$ cat src/rtl/prefetch_queue.sv
// Fetch-side prefetch queue: buffers {pc, instr} pairs between imem and decode.
// Redirect beats flush; flush refetches from the current head PC.
module prefetch_queue #(
    parameter int          DEPTH     = 4,
    parameter logic [31:0] RESET_PC  = 32'h0000_0000,
    parameter logic [31:0] NOP_INSTR = 32'h0000_0013,
    localparam int         AW        = (DEPTH > 1) ? $clog2(DEPTH) : 1,
    localparam int         CW        = AW + 1
) (
    input  logic          clk,
    input  logic          reset,
    output logic [31:0]   imem_addr,
    input  logic [31:0]   imem_rdata,
    input  logic          redirect,
    input  logic [31:0]   redirect_pc,
    input  logic          stall_D,
    input  logic          flush_D,
    output logic [31:0]   instr_D,
    output logic [31:0]   pc_D,
    output logic          valid_D,
    output logic [CW-1:0] count
);

    logic [AW:0]   wr_ptr;
    logic [AW:0]   rd_ptr;
    logic [31:0]   fetch_pc;
    logic [31:0]   pc_mem  [DEPTH];
    logic [31:0]   ins_mem [DEPTH];
    logic [AW-1:0] wr_idx;
    logic [AW-1:0] rd_idx;
    logic          empty;
    logic          full;
    logic          pop;
    logic          push;

    assign wr_idx = wr_ptr[AW-1:0];
    assign rd_idx = rd_ptr[AW-1:0];
    assign empty  = (wr_ptr == rd_ptr);
    assign full   = (wr_idx == rd_idx) && (wr_ptr[AW] != rd_ptr[AW]);
    assign count  = wr_ptr - rd_ptr;

    assign valid_D   = ~empty;
    assign instr_D   = empty ? NOP_INSTR : ins_mem[rd_idx];
    assign pc_D      = empty ? fetch_pc  : pc_mem[rd_idx];
    assign imem_addr = fetch_pc;

    assign pop  = valid_D & ~stall_D & ~redirect & ~flush_D;
    assign push = (~full | pop) & ~redirect & ~flush_D;

    always_ff @(posedge clk or negedge reset) begin
        if (!reset) begin
            fetch_pc <= RESET_PC;
            wr_ptr   <= '0;
            rd_ptr   <= '0;
        end else if (redirect) begin
            fetch_pc <= redirect_pc;
            wr_ptr   <= '0;
            rd_ptr   <= '0;
        end else if (flush_D) begin
            // pc_D equals fetch_pc when empty, so this covers both cases
            fetch_pc <= pc_D;
            wr_ptr   <= '0;
            rd_ptr   <= '0;
        end else begin
            if (push) begin
                fetch_pc <= fetch_pc + 32'd4;
                wr_ptr   <= wr_ptr + 1'b1;
            end
            if (pop)
                rd_ptr <= rd_ptr + 1'b1;
        end
    end

    // Storage needs no reset: entries are only visible between the pointers
    always_ff @(posedge clk) begin
        if (push) begin
            pc_mem[wr_idx]  <= fetch_pc;
            ins_mem[wr_idx] <= imem_rdata;
        end
    end

endmodule

$ cat config.mk
export PLATFORM = sky130hd
export DESIGN_NAME = prefetch_queue
export DESIGN_NICKNAME = d
export VERILOG_FILES = /design/src/rtl/prefetch_queue.sv
export SDC_FILE = /design/constraint.sdc
export NUM_CORES = 1
export LEC_CHECK = 0
export ABC_AREA = 1
export CAP_MARGIN = 15
export CORE_ASPECT_RATIO = 1.25
export CORE_MARGIN = 5
export CORE_UTILIZATION = 35
export CTS_CLUSTER_SIZE = 24
export DETAILED_ROUTE_END_ITERATION = 10
export PLACE_DENSITY = 0.61
export SLEW_MARGIN = 20
export SYNTH_ARGS = -nofsm -noshare
export SYNTH_HDL_FRONTEND = slang
export SYNTH_SLANG_ARGS = --single-unit
$ cat constraint.sdc
create_clock -name clk -period 12.2 [get_ports clk]
set_input_delay 1.83 -clock clk [delete_from_list [all_inputs] [get_ports clk]]
set_output_delay 1.83 -clock clk [all_outputs]
set_load 0.05 [all_outputs]
==> reports/metrics.yaml <==
status: "completed"
avgRoutedWirePerCell_um: 18.7
antenna_found_initial: 0
dp_hpwl_um: 23800
drc: 0
hold_buffers: 0
cellPowerDensity_nw_per_um2: 149
finalHoldViolCount: 0
syn_nets: 1516
synth_warnings: 0
multi_input_area_um2: 4250
synth_top_area_cell: "edfxtp_1"
yosys.area_share.simple_pct: 22.8
cts_tree: "built"
crit_path_start: "rd_ptr[0]$_DFFE_PN0P_"
rsz0062_at_grt: "no"
post-route-min-period_ns: 6.87
clock-skew-final_ns: 0.0119
worstPathMaxFanout: 72
gp_congestion: 0.878
synth_area_um2: 13700
synth_fa_ha_area_share_pct: 0.876
start_kind: "flop"
use_met3_pct: 3.25
fin_setup_tns_ns: 0
fmax_mhz: 146
gr-usage-all-layers_pct: 18.0
ys_types: 36
relSlewSlack_pct: 30.6
synthMuxAreaShare_pct: 0
dr.first_iter.drc_count: 779
die_h_um: 231
met2_usage_pct: 32.2
crit_family: "buffers and inverters"
ys_seq_area_share_pct: 63.0
dp_cells: 2050
fp.dieW_um: 187
cts_resized: 0
endpoint_kind: "output pin"
tightestPinTransition_ns: 1.04
fp.coreArea_um2: 38900
ios: 169
ys_ff_latch: 294
hold_path_class: "reg2reg"
min_from: "wr_ptr[0]$_DFFE_PN0P_"
regArea_um2: 8640
cts_buffers: 30
area_delta_synth_final_pct: 21.8
clock_sinks: 294
static-leakage-power_nw: 6.43
synth_top_family_by_area: "simple AND/OR/NAND/NOR gates"
path_common_cell: "buf_4"
routed_wl_um: 39500
drt_first_pass_iters: 5
cap_violations: 0
clk_transition_reported_paths_ns: 0.06
grt_max_degree: 73
routed_via_density: 5.02
drive_above_1_share_pct: 5.60
postSynth.asyncResetShare_pct: 12.9
finalSetupViolations: 0
cp_data_required_time_ns: 10.37
postRouteAntennaNets: 0
synth_compound_gate_area_share_pct: 6.98
final_nets: 1662
drv_slew: 0
vdd_drop_max_v: 0.0000909
diodes: 0
crit_buf_inv: 4
yosysTopAreaCellShare_pct: 56.0
met1_usage_pct: 21.7
top_usage_layer: "met2"
path_cells: "buf_4, clkinv_2, buf_4, o21ai_0, o211ai_2, and2_1, clkdlybuf4s50_1"
synth_area_leaders: "edfxtp_1 56%, nand2_1 8.2%, nor2_1 7.6%, dfrtp_1 6.9%, nand3_1 4.2%"
first_global_vias: 10661
gr-total-overflow: 0
fp-row-count: 81
cp_slowest_stage_delay_ns: 0.94
fin_crit_sh_pct: 56.3
critical_path_class: "reg2out"
critPathSlowestCell: "dfrtp_4"
syn_inst: 1438
synth_edf_count: 256
arrival_ns: 5.04
synth_xor_area_share_pct: 0.128
h-tree-depth: 1
cts-root-buf: "clkbuf_16"
r2r_start: "rd_ptr[0]$_DFFE_PN0P_"
cts_setup_buffers: 0
grt_pass1_wl_um: 61300
avgSynthCellArea_um2: 9.54
fp.dieArea_um2: 43300
num_vias: 10565
synth_flop_cell: "edfxtp_1"
final_cells: 2105
fillers: 3747
start_util_pct: 35.2
cts_max_path_buffers: 3
clock_latency_ns: 0.56
io_buffer_count: 168
-- per-stage QoR --
step	util, %	hold slack [ns]	power [mW]	cell area, um2	setup WS, ns
final	42.9	0.558	2.49	16700	5.33
after detailed placement	40.6	0.561	1.67	15800	5.84
after CTS	42.9	0.566	2.51	16700	5.23
after global routing	42.9	0.627	2.59	16700	4.86
after floorplan	-	0.514	1.49	13700	6.60
after global placement	40.6	0.553	1.67	15800	5.91
-- worst register-to-register path: cells and delay by family, from the launching register on --
family	cells	cell delay, ns
and+or+nand+nor	4	1.83
adders and majority gates	1	0.44
DFF	1	0.94
buffers and inverters	2	0.73
-- layer usage --
| metal | wire [um] | vias up |
|---|---|---|
| met5 | 0 | - |
| met4 | 1220 | 0 |
| met3 | 2660 | 80 |
| met2 | 19700 | 431 |
| met1 | 15900 | 5007 |
| li1 | - | 5047 |
-- logic make-up (layout without fill, tap and decap cells) --
| group | Yosys count | count (layout) |
|---|---|---|
| AOI/OAI and AO/OA | 183 | 183 |
| xor gates and xnor gates | 2 | 2 |
| adders and majority gates | 9 | 9 |
| buffers and inverters | 203 | 372 |
| DFF | 294 | 294 |
| and+or+nand+nor | 747 | 747 |
-- cell usage in the layout (no fill, tap or decap), types with 14 or more instances in the layout --
cell type        count
a21oi_1             54
inv_1              129
dfrtp_1             36
edfxtp_1           256
nor2_1             271
clkbuf_16           31
nand3_1            116
clkdlybuf4s50_1    167
buf_4               14
o21ai_0            108
and2_1              25
nand2_1            298
-- final timing paths --
path,depth (start not counted),slack [ns],to
max,7,5.33,pc_D[8]
min,1,0.56,wr_ptr[0]$_DFFE_PN0P_
max reg2reg,7,7.85,pc_mem[0][28]$_DFFE_PP_
min reg2reg,1,0.56,wr_ptr[0]$_DFFE_PN0P_
max in group asynchronous,2,10.34,rd_ptr[0]$_DFFE_PN0P_
min in group asynchronous,2,1.35,imem_addr[27]$_DFFE_PN0P_
-- synthesized netlist by cell type (all sizes together) (4+ instances only) --
cell type    n
buf         53
a22oi        5
ha           8
dfrtp       38
and2        25
a21oi       54
nor3         5
clkbuf      15
nor2       287
nand3      117
nand2      303
o21ai      115
edfxtp     256
inv        135
or2          4
-- sequential cells by signal, indices dropped and copies added (netlist names) --
signal,count
imem_addr,32
ins_mem,128
pc_mem,128
rd_ptr,3
wr_ptr,3
-- report_power, final --
group	leakage (nW)	total, mW	internal [mW]	switching (mW)
registers	2.80	1.19	1.14	0.0499
clock network	0.438	0.841	0.460	0.381
logic	3.19	0.460	0.144	0.316
-- area by class of cell --
type,instances,share of cell area (%)
Clock inverter,22,0.682
Inverter,135,3.06
Clock buffer,33,4.69
Sequential cell,294,51.7
Timing Repair Buffer,182,10.7
Multi-Input combinational cell,941,25.4
Tap cell,498,3.73
Note: power is estimated with default switching activity, not from simulation.
